<file path="src/rtl/mux_sel_ctrl.sv">
// Select generator for the lab 2:1 mux. A raw push-button is synchronised and
// debounced, and each confirmed press toggles sel. A force input can override
// sel. Also provides a change pulse and a wrapping toggle counter for display.
module mux_sel_ctrl #(
  parameter int unsigned DEB_CYCLES = 1000,
  parameter int unsigned CNT_W      = 4
) (
  input  logic             clk,
  input  logic             rst_n,
  input  logic             btn_raw,
  input  logic             force_en,
  input  logic             force_val,
  output logic             sel,
  output logic             sel_changed,
  output logic             btn_stable,
  output logic [CNT_W-1:0] toggle_cnt
);

  localparam int unsigned DW = $clog2(DEB_CYCLES + 1);
  localparam logic [DW-1:0] DebMax = DW'(DEB_CYCLES);

  typedef enum logic [1:0] {
    StIdle,
    StPressWait,
    StPressed,
    StReleaseWait
  } state_e;

  state_e           state_q, state_d;
  logic [DW-1:0]    cnt_q, cnt_d;
  logic             s1_q, btn_s_q;
  logic             toggle_req;
  logic             sel_d;
  logic [CNT_W-1:0] toggle_cnt_d;

  // Debounce next-state: a level must be seen DEB_CYCLES+1 consecutive cycles.
  always_comb begin
    state_d    = state_q;
    cnt_d      = cnt_q;
    toggle_req = 1'b0;
    unique case (state_q)
      StIdle: begin
        if (btn_s_q) begin
          state_d = StPressWait;
          cnt_d   = DW'(1);
        end
      end
      StPressWait: begin
        if (!btn_s_q) begin
          state_d = StIdle;
          cnt_d   = '0;
        end else if (cnt_q == DebMax) begin
          state_d    = StPressed;
          cnt_d      = '0;
          toggle_req = 1'b1;
        end else begin
          cnt_d = cnt_q + DW'(1);
        end
      end
      StPressed: begin
        if (!btn_s_q) begin
          state_d = StReleaseWait;
          cnt_d   = DW'(1);
        end
      end
      StReleaseWait: begin
        // Bounce back high returns to PRESSED without a new toggle.
        if (btn_s_q) begin
          state_d = StPressed;
          cnt_d   = '0;
        end else if (cnt_q == DebMax) begin
          state_d = StIdle;
          cnt_d   = '0;
        end else begin
          cnt_d = cnt_q + DW'(1);
        end
      end
      default: begin
        state_d = StIdle;
        cnt_d   = '0;
      end
    endcase
  end

  // Select next-state: force wins over a toggle request, which is then dropped.
  always_comb begin
    sel_d        = sel;
    toggle_cnt_d = toggle_cnt;
    if (force_en) begin
      sel_d = force_val;
    end else if (toggle_req) begin
      sel_d        = ~sel;
      toggle_cnt_d = toggle_cnt + CNT_W'(1);
    end
  end

  // Synchroniser, debounce FSM, and all registered outputs.
  always_ff @(posedge clk or negedge rst_n) begin
    if (!rst_n) begin
      s1_q        <= 1'b0;
      btn_s_q     <= 1'b0;
      state_q     <= StIdle;
      cnt_q       <= '0;
      btn_stable  <= 1'b0;
      sel         <= 1'b0;
      sel_changed <= 1'b0;
      toggle_cnt  <= '0;
    end else begin
      s1_q        <= btn_raw;
      btn_s_q     <= s1_q;
      state_q     <= state_d;
      cnt_q       <= cnt_d;
      btn_stable  <= (state_d == StPressed) || (state_d == StReleaseWait);
      sel         <= sel_d;
      sel_changed <= (sel_d != sel);
      toggle_cnt  <= toggle_cnt_d;
    end
  end

endmodule

</file>
<file path="config.mk">
export PLATFORM = sky130hd
export DESIGN_NAME = mux_sel_ctrl
export DESIGN_NICKNAME = d
export VERILOG_FILES = /design/src/rtl/mux_sel_ctrl.sv
export SDC_FILE = /design/constraint.sdc
export NUM_CORES = 1
export LEC_CHECK = 0
export CAP_MARGIN = 15
export CORE_MARGIN = 1
export CORE_UTILIZATION = 54
export CTS_CLUSTER_SIZE = 10
export DETAILED_ROUTE_END_ITERATION = 16
export PLACE_DENSITY = 0.81
export RECOVER_POWER = 25
export SYNTH_ARGS = -nofsm -noshare
export SYNTH_HDL_FRONTEND = slang
export SYNTH_SLANG_ARGS = --single-unit
</file>
<file path="constraint.sdc">
create_clock -name clk -period 2 [get_ports clk]
set_input_delay 0.4 -clock clk [delete_from_list [all_inputs] [get_ports clk]]
set_output_delay 0.4 -clock clk [all_outputs]
set_load 0.01 [all_outputs]
</file>
==> results by group, run 1 <==
Timing
  • Clock period minus worst slack: approximately 1.8 ns
  • Worst Tran Pin Value: 1.07 ns
  • Worst Slack Setup Final: 0.211 ns
  • Worst rel slew slack: 28.5%
  • TNS Setup: 0 ns
  • Setup violators final: 0
  • Maximum clock rate: 559 MHz
  • Hold_ws: 0.382 ns
  • Setup repair after global routing missed its margin: false
  • Final Skew: 0.00255 ns
  • Crit share post-route: 89.5%
  • Slew Limit Fails: 0
  • Final hold viol count: 0

CTS
  • Worst-skew pair later-pin latency: 0.30 ns
  • Longest Clk Path Bufs: 2
  • Setup bufs post-CTS: 0
  • Clock root cell: clkbuf_4
  • H-tree Lvls: 1
  • Clk slew on worst S/H paths: 0.11 ns
  • Post-CTS resize count: 0
  • CTS tree: yes
  • Hold_buf cts: 0
  • TritonCTS Sinks: 21
  • Number of buffers created by CTS: 3

Placed design
  • DP Worst Slack: 0.243 ns
  • PortBufs: 11
  • Placement Cell Area: 1210 µm²
  • GP Congestion: 0.848
  • Post-DP HPWL: about 1.5 mm
  • Placed instance count: approximately 140

Critical path
  • Worst Setup End Kind: register
  • FF-to-FF Start: cnt_q[0]$_DFFE_PN0P_
  • Reg2reg setup slack: 0.21 ns
  • Setup Crit Path Kind: reg2reg
  • Req. time, crit path: 2.18 ns
  • Worst r2r dst: cnt_q[3]$_DFFE_PN0P_
  • Reg2Reg Depth: 6
  • CP Max Fanout: 7
  • Crit path to: cnt_q[3]$_DFFE_PN0P_
  • Critical Path AT: ~2.0 ns
  • CP Launch Type: register
  • Crit. Startpoint: cnt_q[0]$_DFFE_PN0P_

Power and ir drop
  • Clock share of power: 27.4%
  • PD cells: 594 nW/µm²
  • Pleak: 0.531 nW
  • Pwr Total: roughly 0.73 mW
  • Net load switching power: 0.181 mW
  • Cell internal pwr: 0.548 mW
  • Comb pwr share: around a tenth
  • Sequential share of power: 62.5%
  • Switching share of power: between 20% and 30%
  • Peak supply drop: 0.411 mV

Detailed routing
  • Iter 0 DRT Violations: 24
  • Routed via count: 794
  • Drt total wl: 1.92 mm
  • Vias per inst: 5.59
  • Wire length on met2: 936 µm
  • Drt pass-1 iters: 4
  • DRT met1 WL: 877 µm
  • Highest metal used: met4
  • # DRC: 0
  • ANT nets after route: 0
  • Metal3 WL: about 73 µm
  • Routed length per instance: about 14 µm

Finish
  • # fillers: approximately 130
  • Layout cell share with drive strength beyond 1: 11.1%
  • Final core utilization: 68.9%
  • Nets: 126
  • Area grow syn2layout: 16.2%
  • Antenna fix cells: 0
  • Final Instance Area: 1230 µm²
  • Non-Filler Instances: 142

Synthesis
  • Post-synthesis sequential area ratio: 49.7%
  • Synth async-reset ratio: 100%
  • Flops & latches, synth: 21
  • Synth Net Count: 109
  • Number of flops mapped to enable cells by yosys: 0
  • Dominant synthesized flop cell: dfrtp_1
  • Synth cell types: 36
  • Gate Count Post-Synth: 101
  • Mean Syn Cell Area: between 10 and 15 µm²
  • Synthesis Warnings: 0
  • Synthesized cell area: 1060 µm²

Die
  • FP Rows: 15
  • Io pins: 12
  • Initial core utilization: between 50% and 60%
  • Chip height: 46.3 µm
  • Die ar.: roughly 2100 µm²
  • Core box area: 1780 µm²
  • Die W: 46.3 µm

Global routing
  • First-pass GRT wire length: 3.32 mm
  • Initial antenna violation count: 0
  • Largest net degree at the start of global routing: 22
  • Vias in the first global route: 751
  • Total Routing Usage GR: 22.6%
  • Global route overflow: 0

Outcome
  • Outcome: completed

Run
  • MaxCap Viol Count: 0

Min path
  • Worst hold path class: reg2reg
[layout by cell type, fill, tap and decap left out, types with 3 or more instances in the layout]
| master | count |
|---|---|
| dfrtp_1 | 21 |
| nand2_1 | 12 |
| clkdlybuf4s50_1 | 9 |
| nand3_1 | 5 |
| o21ai_0 | 5 |
| inv_1 | 4 |
| xnor2_1 | 4 |
| nor2_1 | 4 |
| or3_1 | 4 |
| nand2b_1 | 3 |
| nand2_2 | 3 |
| mux2_1 | 3 |
| xor2_1 | 3 |
| ha_1 | 3 |
| clkbuf_4 | 3 |
[per-layer routing]
layer,vias up,GRT usage (%)
li1,392,-
met1,376,28.1
met2,22,37.2
met3,4,3.92
met4,0,11.8
met5,-,0
[layout make-up]
cell class | count | area [µm²] | area share [%]
Inverter | 4 | 15.0 | 1.22
Tap cell | 25 | 31.3 | 2.55
Clock buffer | 4 | 26.3 | 2.14
Sequential cell | 21 | 526 | 42.8
Multi-Input combinational cell | 76 | 517 | 42.1
Timing Repair Buffer | 12 | 114 | 9.27
[worst max-delay path, stage by stage, from the launching register on]
cell      delay [ns]
dfrtp_1         0.47
inv_1           0.11
ha_1            0.14
nand4b_1        0.18
nor3_4          0.31
nand2b_1        0.30
o221ai_1        0.16
[worst min-delay path by stage]
stage	start	to	slack, ns	cells past startpoint
CTS	s1_q$_DFF_PN0_	btn_s_q$_DFF_PN0_	0.39	0
finish	s1_q$_DFF_PN0_	btn_s_q$_DFF_PN0_	0.38	0
global route	s1_q$_DFF_PN0_	btn_s_q$_DFF_PN0_	0.40	0
floorplan	rst_n	btn_s_q$_DFF_PN0_	0.10	0
detailed placement	s1_q$_DFF_PN0_	btn_s_q$_DFF_PN0_	0.36	0
global placement	s1_q$_DFF_PN0_	btn_s_q$_DFF_PN0_	0.34	0
[logic make-up after synthesis]
family,synth area share (%)
AO/OA/AOI/OAI,9.94
buffers and inverters,1.42
XOR/XNOR,7.34
adder cells (fa/ha/maj),3.55
flip-flops,49.7
AND/OR/NAND/NOR,24.9
multiplexers,3.20
[power by group through the flow]
stage / Clock (mW) / Sequential [mW] / Combinational [mW]
global placement: 0 / 0.461 / 0.0735
CTS: 0.208 / 0.456 / 0.0758
global route: 0.229 / 0.458 / 0.0847
finish: 0.200 / 0.456 / 0.0734
detailed placement: 0 / 0.464 / 0.0752
floorplan: 0 / 0.462 / 0.0384
[sequential cells by signal, indices dropped and copies added, names as in the netlist]
name         cells
btn_s_q          1
btn_stable       1
cnt_q           10
s1_q             1
sel              1
sel_changed      1
state_q          2
toggle_cnt       4
[cells in the mapped netlist, types with 2 or more instances]
master / n / area [µm²]
and3_1: 2 / 12.5
nand4_1: 2 / 12.5
nor2_1: 4 / 15.0
nand2_1: 12 / 45.0
or3_1: 4 / 25.0
mux2_1: 3 / 33.8
and2_2: 2 / 15.0
xor2_1: 3 / 26.3
nand3_1: 5 / 25.0
o211ai_1: 2 / 15.0
ha_1: 3 / 37.5
xnor2_1: 4 / 35.0
nand2b_1: 3 / 18.8
nand2_2: 3 / 18.8
dfrtp_1: 21 / 526
inv_1: 4 / 15.0
o21ai_0: 5 / 25.0
No activity file was read; power rests on OpenSTA's default activity.
==> run 2, diff against run 1 <==
- ABC_AREA: default -> 1
- clock period: 2 -> 1.7 ns (I/O delays scaled with it)
==> run 2 against run 1 <==
  * Synthesized cell count is 27% higher
  * Hold slack worse by 0.015 ns
  * Global-route usage is 0.60 points lower
  * Worst setup slack worse by 0.15 ns
  * Sequential cell count stayed put
==> results by group, run 2 <==
Global routing
  • Global route overflow: 0 (unchanged)
  • Total Routing Usage GR: 22.0% (-0.60 points)
  • Vias in the first global route: 830 (+11%)
  • First-pass GRT wire length: 3.37 mm (+1.5%)
  • Initial antenna violation count: 0 (unchanged)
  • Largest net degree at the start of global routing: 22 (unchanged)

CTS
  • Number of buffers created by CTS: 3 (unchanged)
  • Clk slew on worst S/H paths: 0.12 ns (about the same)
  • CTS tree: yes
  • Clock root cell: clkbuf_4
  • Setup bufs post-CTS: 0 (unchanged)
  • Worst-skew pair later-pin latency: 0.31 ns (about the same)
  • Post-CTS resize count: 0 (unchanged)
  • Longest Clk Path Bufs: 2 (unchanged)
  • TritonCTS Sinks: 21 (unchanged)
  • Hold_buf cts: 0 (unchanged)
  • H-tree Lvls: 1 (unchanged)

Synthesis
  • Gate Count Post-Synth: 128 (+27%)
  • Area contributors post-synth: dfrtp_1 48%, nand2_1 8.6%, nand3_1 5.0%, inv_1 4.8%, nor2_1 3.8%
  • Dominant synthesized flop cell: dfrtp_1
  • Synthesized cell area: 1090 µm² (+3.4%)
  • Post-synthesis sequential area ratio: 48.1% (-1.6 points)
  • Share of the synthesized area in the top cell type: 48.1% (-1.6 points)
  • Synth Net Count: 136 (+25%)
  • Synthesis Warnings: 0 (unchanged)
  • Synth top cells by count: 25 x nand2_1, 21 x dfrtp_1, 14 x inv_1
  • Synth cell types: 25 (-31%)
  • Synth async-reset ratio: 100% (unchanged)
  • Number of flops mapped to enable cells by yosys: 0 (unchanged)
  • Mean Syn Cell Area: 8.54 µm² (-18%)
  • Synth area leader: dfrtp_1
  • Flops & latches, synth: 21 (unchanged)
  • Most common cell in the netlist: nand2_1

Placed design
  • PortBufs: 11 (unchanged)
  • Placement Cell Area: 1250 µm² (+3.6%)
  • GP Congestion: 0.793 (-6.5%)
  • Post-DP HPWL: 1.68 mm (+15%)
  • DP Worst Slack: 0.119 ns (-0.124 ns)

Detailed routing
  • Routed via count: 886 (+12%)
  • Drt pass-1 iters: 4 (unchanged)
  • Routed length per instance: 12.7 µm (-6.3%)
  • # DRC: 0 (unchanged)
  • Vias per inst: 5.21 (-6.8%)
  • Iter 0 DRT Violations: 35 (+46%)
  • Drt total wl: 2.16 mm (+12%)
  • ANT nets after route: 0 (unchanged)

Finish
  • Most common cell after layout, fill and taps aside: nand2_1
  • Layout cell share with drive strength beyond 1: 13.1% (+2.0 points)
  • Nets: 154 (+22%)
  • Largest Register: cnt_q
  • Commonest cells after routing, fill and taps aside: 25 x nand2_1, 21 x dfrtp_1, 14 x inv_1
  • Antenna fix cells: 0 (unchanged)
  • Top Registers: cnt_q: 10 flops, toggle_cnt: 4 flops, state_q: 2 flops
  • Max reg flops: 10 (unchanged)
  • Final Instance Area: 1270 µm² (+3.7%)
  • Flip-flop and latch area: 526 µm² (unchanged)
  • Footprint of the multi-input gates: 500 µm² (-3.1%)
  • Area grow syn2layout: 16.5%
  • # fillers: 142 (+11%)

Power and ir drop
  • Peak supply drop: 0.544 mV (+32%)
  • Pwr Total: 0.871 mW (+19%)
  • PD cells: 683 nW/µm² (+15%)
  • Pleak: 0.535 nW (+0.59%)

Critical path
  • Largest delay share family, worst path: buffers and inverters
  • CP Max Fanout: 4 (-3)
  • Req. time, crit path: 1.36 ns (-0.82 ns)
  • CP max stage cell: clkdlybuf4s50_1
  • Slowest stage delay, CP: 0.56 ns (+0.09 ns)
  • Worst Setup End Kind: output pin
  • CP Launch Type: register
  • Critical Path AT: 1.30 ns (-0.67 ns)
  • Setup Crit Path Kind: reg2out
  • Crit-path cells: clkdlybuf4s50_1
  • WP buf/inv: 1 (unchanged)

Die
  • FP Rows: 15 (unchanged)
  • Initial core utilization: 60.1% (+0.77 points)
  • Die ar.: 2210 µm² (+3.3%)
  • Core box area: 1820 µm² (+2.1%)
  • Chip height: 47 µm (+1.6%)
  • Die W: 47 µm (+1.6%)
  • Io pins: 12 (unchanged)

Timing
  • Setup violators final: 0 (unchanged)
  • Final hold viol count: 0 (unchanged)
  • Slew Limit Fails: 0 (unchanged)
  • Maximum clock rate: slightly above 600 MHz
  • Crit share post-route: 96.7%
  • Worst Tran Pin Value: 1.10 ns (+0.0278 ns)
  • Setup repair after global routing missed its margin: false
  • Worst rel slew slack: 26.6% (-1.9 points)
  • Clock period minus worst slack: 1.64 ns
  • TNS Setup: 0 ns (unchanged)
  • Final Skew: 0.00250 ns (-0.0000494 ns)
  • Hold_ws: 0.368 ns (-0.0149 ns)
  • Worst Slack Setup Final: 0.0563 ns (-0.154 ns)

Min path
  • Worst hold path class: reg2reg

Outcome
  • Outcome: completed

Run
  • MaxCap Viol Count: 0 (unchanged)
## run 2: per-layer routing
layer | vias to the layer above | part of all wire (%) | global-route usage [%]
met5 | - | 0 | 0
met4 | 0 | 1.7 | 12.6
met3 | 5 | 2.7 | 2.69
met2 | 13 | 49 | 37.2
met1 | 418 | 47 | 27.1
li1 | 450 | - | -
## run 2: path summary, 6_finish.rpt
kind	start	endpoint	slack [ns]	depth (start not counted)
hold reg to reg	s1_q$_DFF_PN0_	btn_s_q$_DFF_PN0_	0.37	0
min in group asynchronous	rst_n	cnt_q[4]$_DFFE_PN0P_	0.73	2
setup reg to reg	cnt_q[0]$_DFFE_PN0P_	toggle_cnt[1]$_DFFE_PN0P_	0.11	9
hold / removal	s1_q$_DFF_PN0_	btn_s_q$_DFF_PN0_	0.37	0
max in group asynchronous	rst_n	toggle_cnt[2]$_DFFE_PN0P_	0.32	2
setup / recovery	toggle_cnt[0]$_DFFE_PN0P_	toggle_cnt[0]	0.06	1
## run 2: per-stage QoR
stage          instances  utilization [%]
2_1_floorplan        128                -
3_3_place_gp         166             68.7
3_5_place_dp         166             68.7
4_1_cts              170             70.2
5_1_grt              170             70.0
6_report             170             70.0
## run 2: layout make-up
type	instances	area share, %
clock buffers	3	1.77
flip-flops and latches	21	41.3
inverters	18	5.30
well taps	25	2.46
repair buffers	13	9.53
clock inverters	1	0.393
multi-input cells	89	39.3
## run 2: cell families after synthesis
family | Yosys count | share of synthesized area [%]
buffers and inverters | 18 | 6.18
XOR/XNOR | 5 | 4.00
AND/OR/NAND/NOR | 62 | 28.3
AO/OA/AOI/OAI | 19 | 10.1
adder cells (fa/ha/maj) | 3 | 3.43
flip-flops | 21 | 48.1
## run 2: where the power goes
group          total (mW)  switching (mW)  internal, mW  leakage, nW
combinational      0.0888          0.0515        0.0374        0.242
sequential          0.531          0.0159         0.515        0.274
clock               0.250           0.162        0.0881       0.0177
total               0.871           0.230         0.641        0.535
==> run 3, diff against run 2 <==
- CAP_MARGIN: 15 -> default
==> results of run 3 <==
Final layout, timing and power as in run 2 (identical DEF).
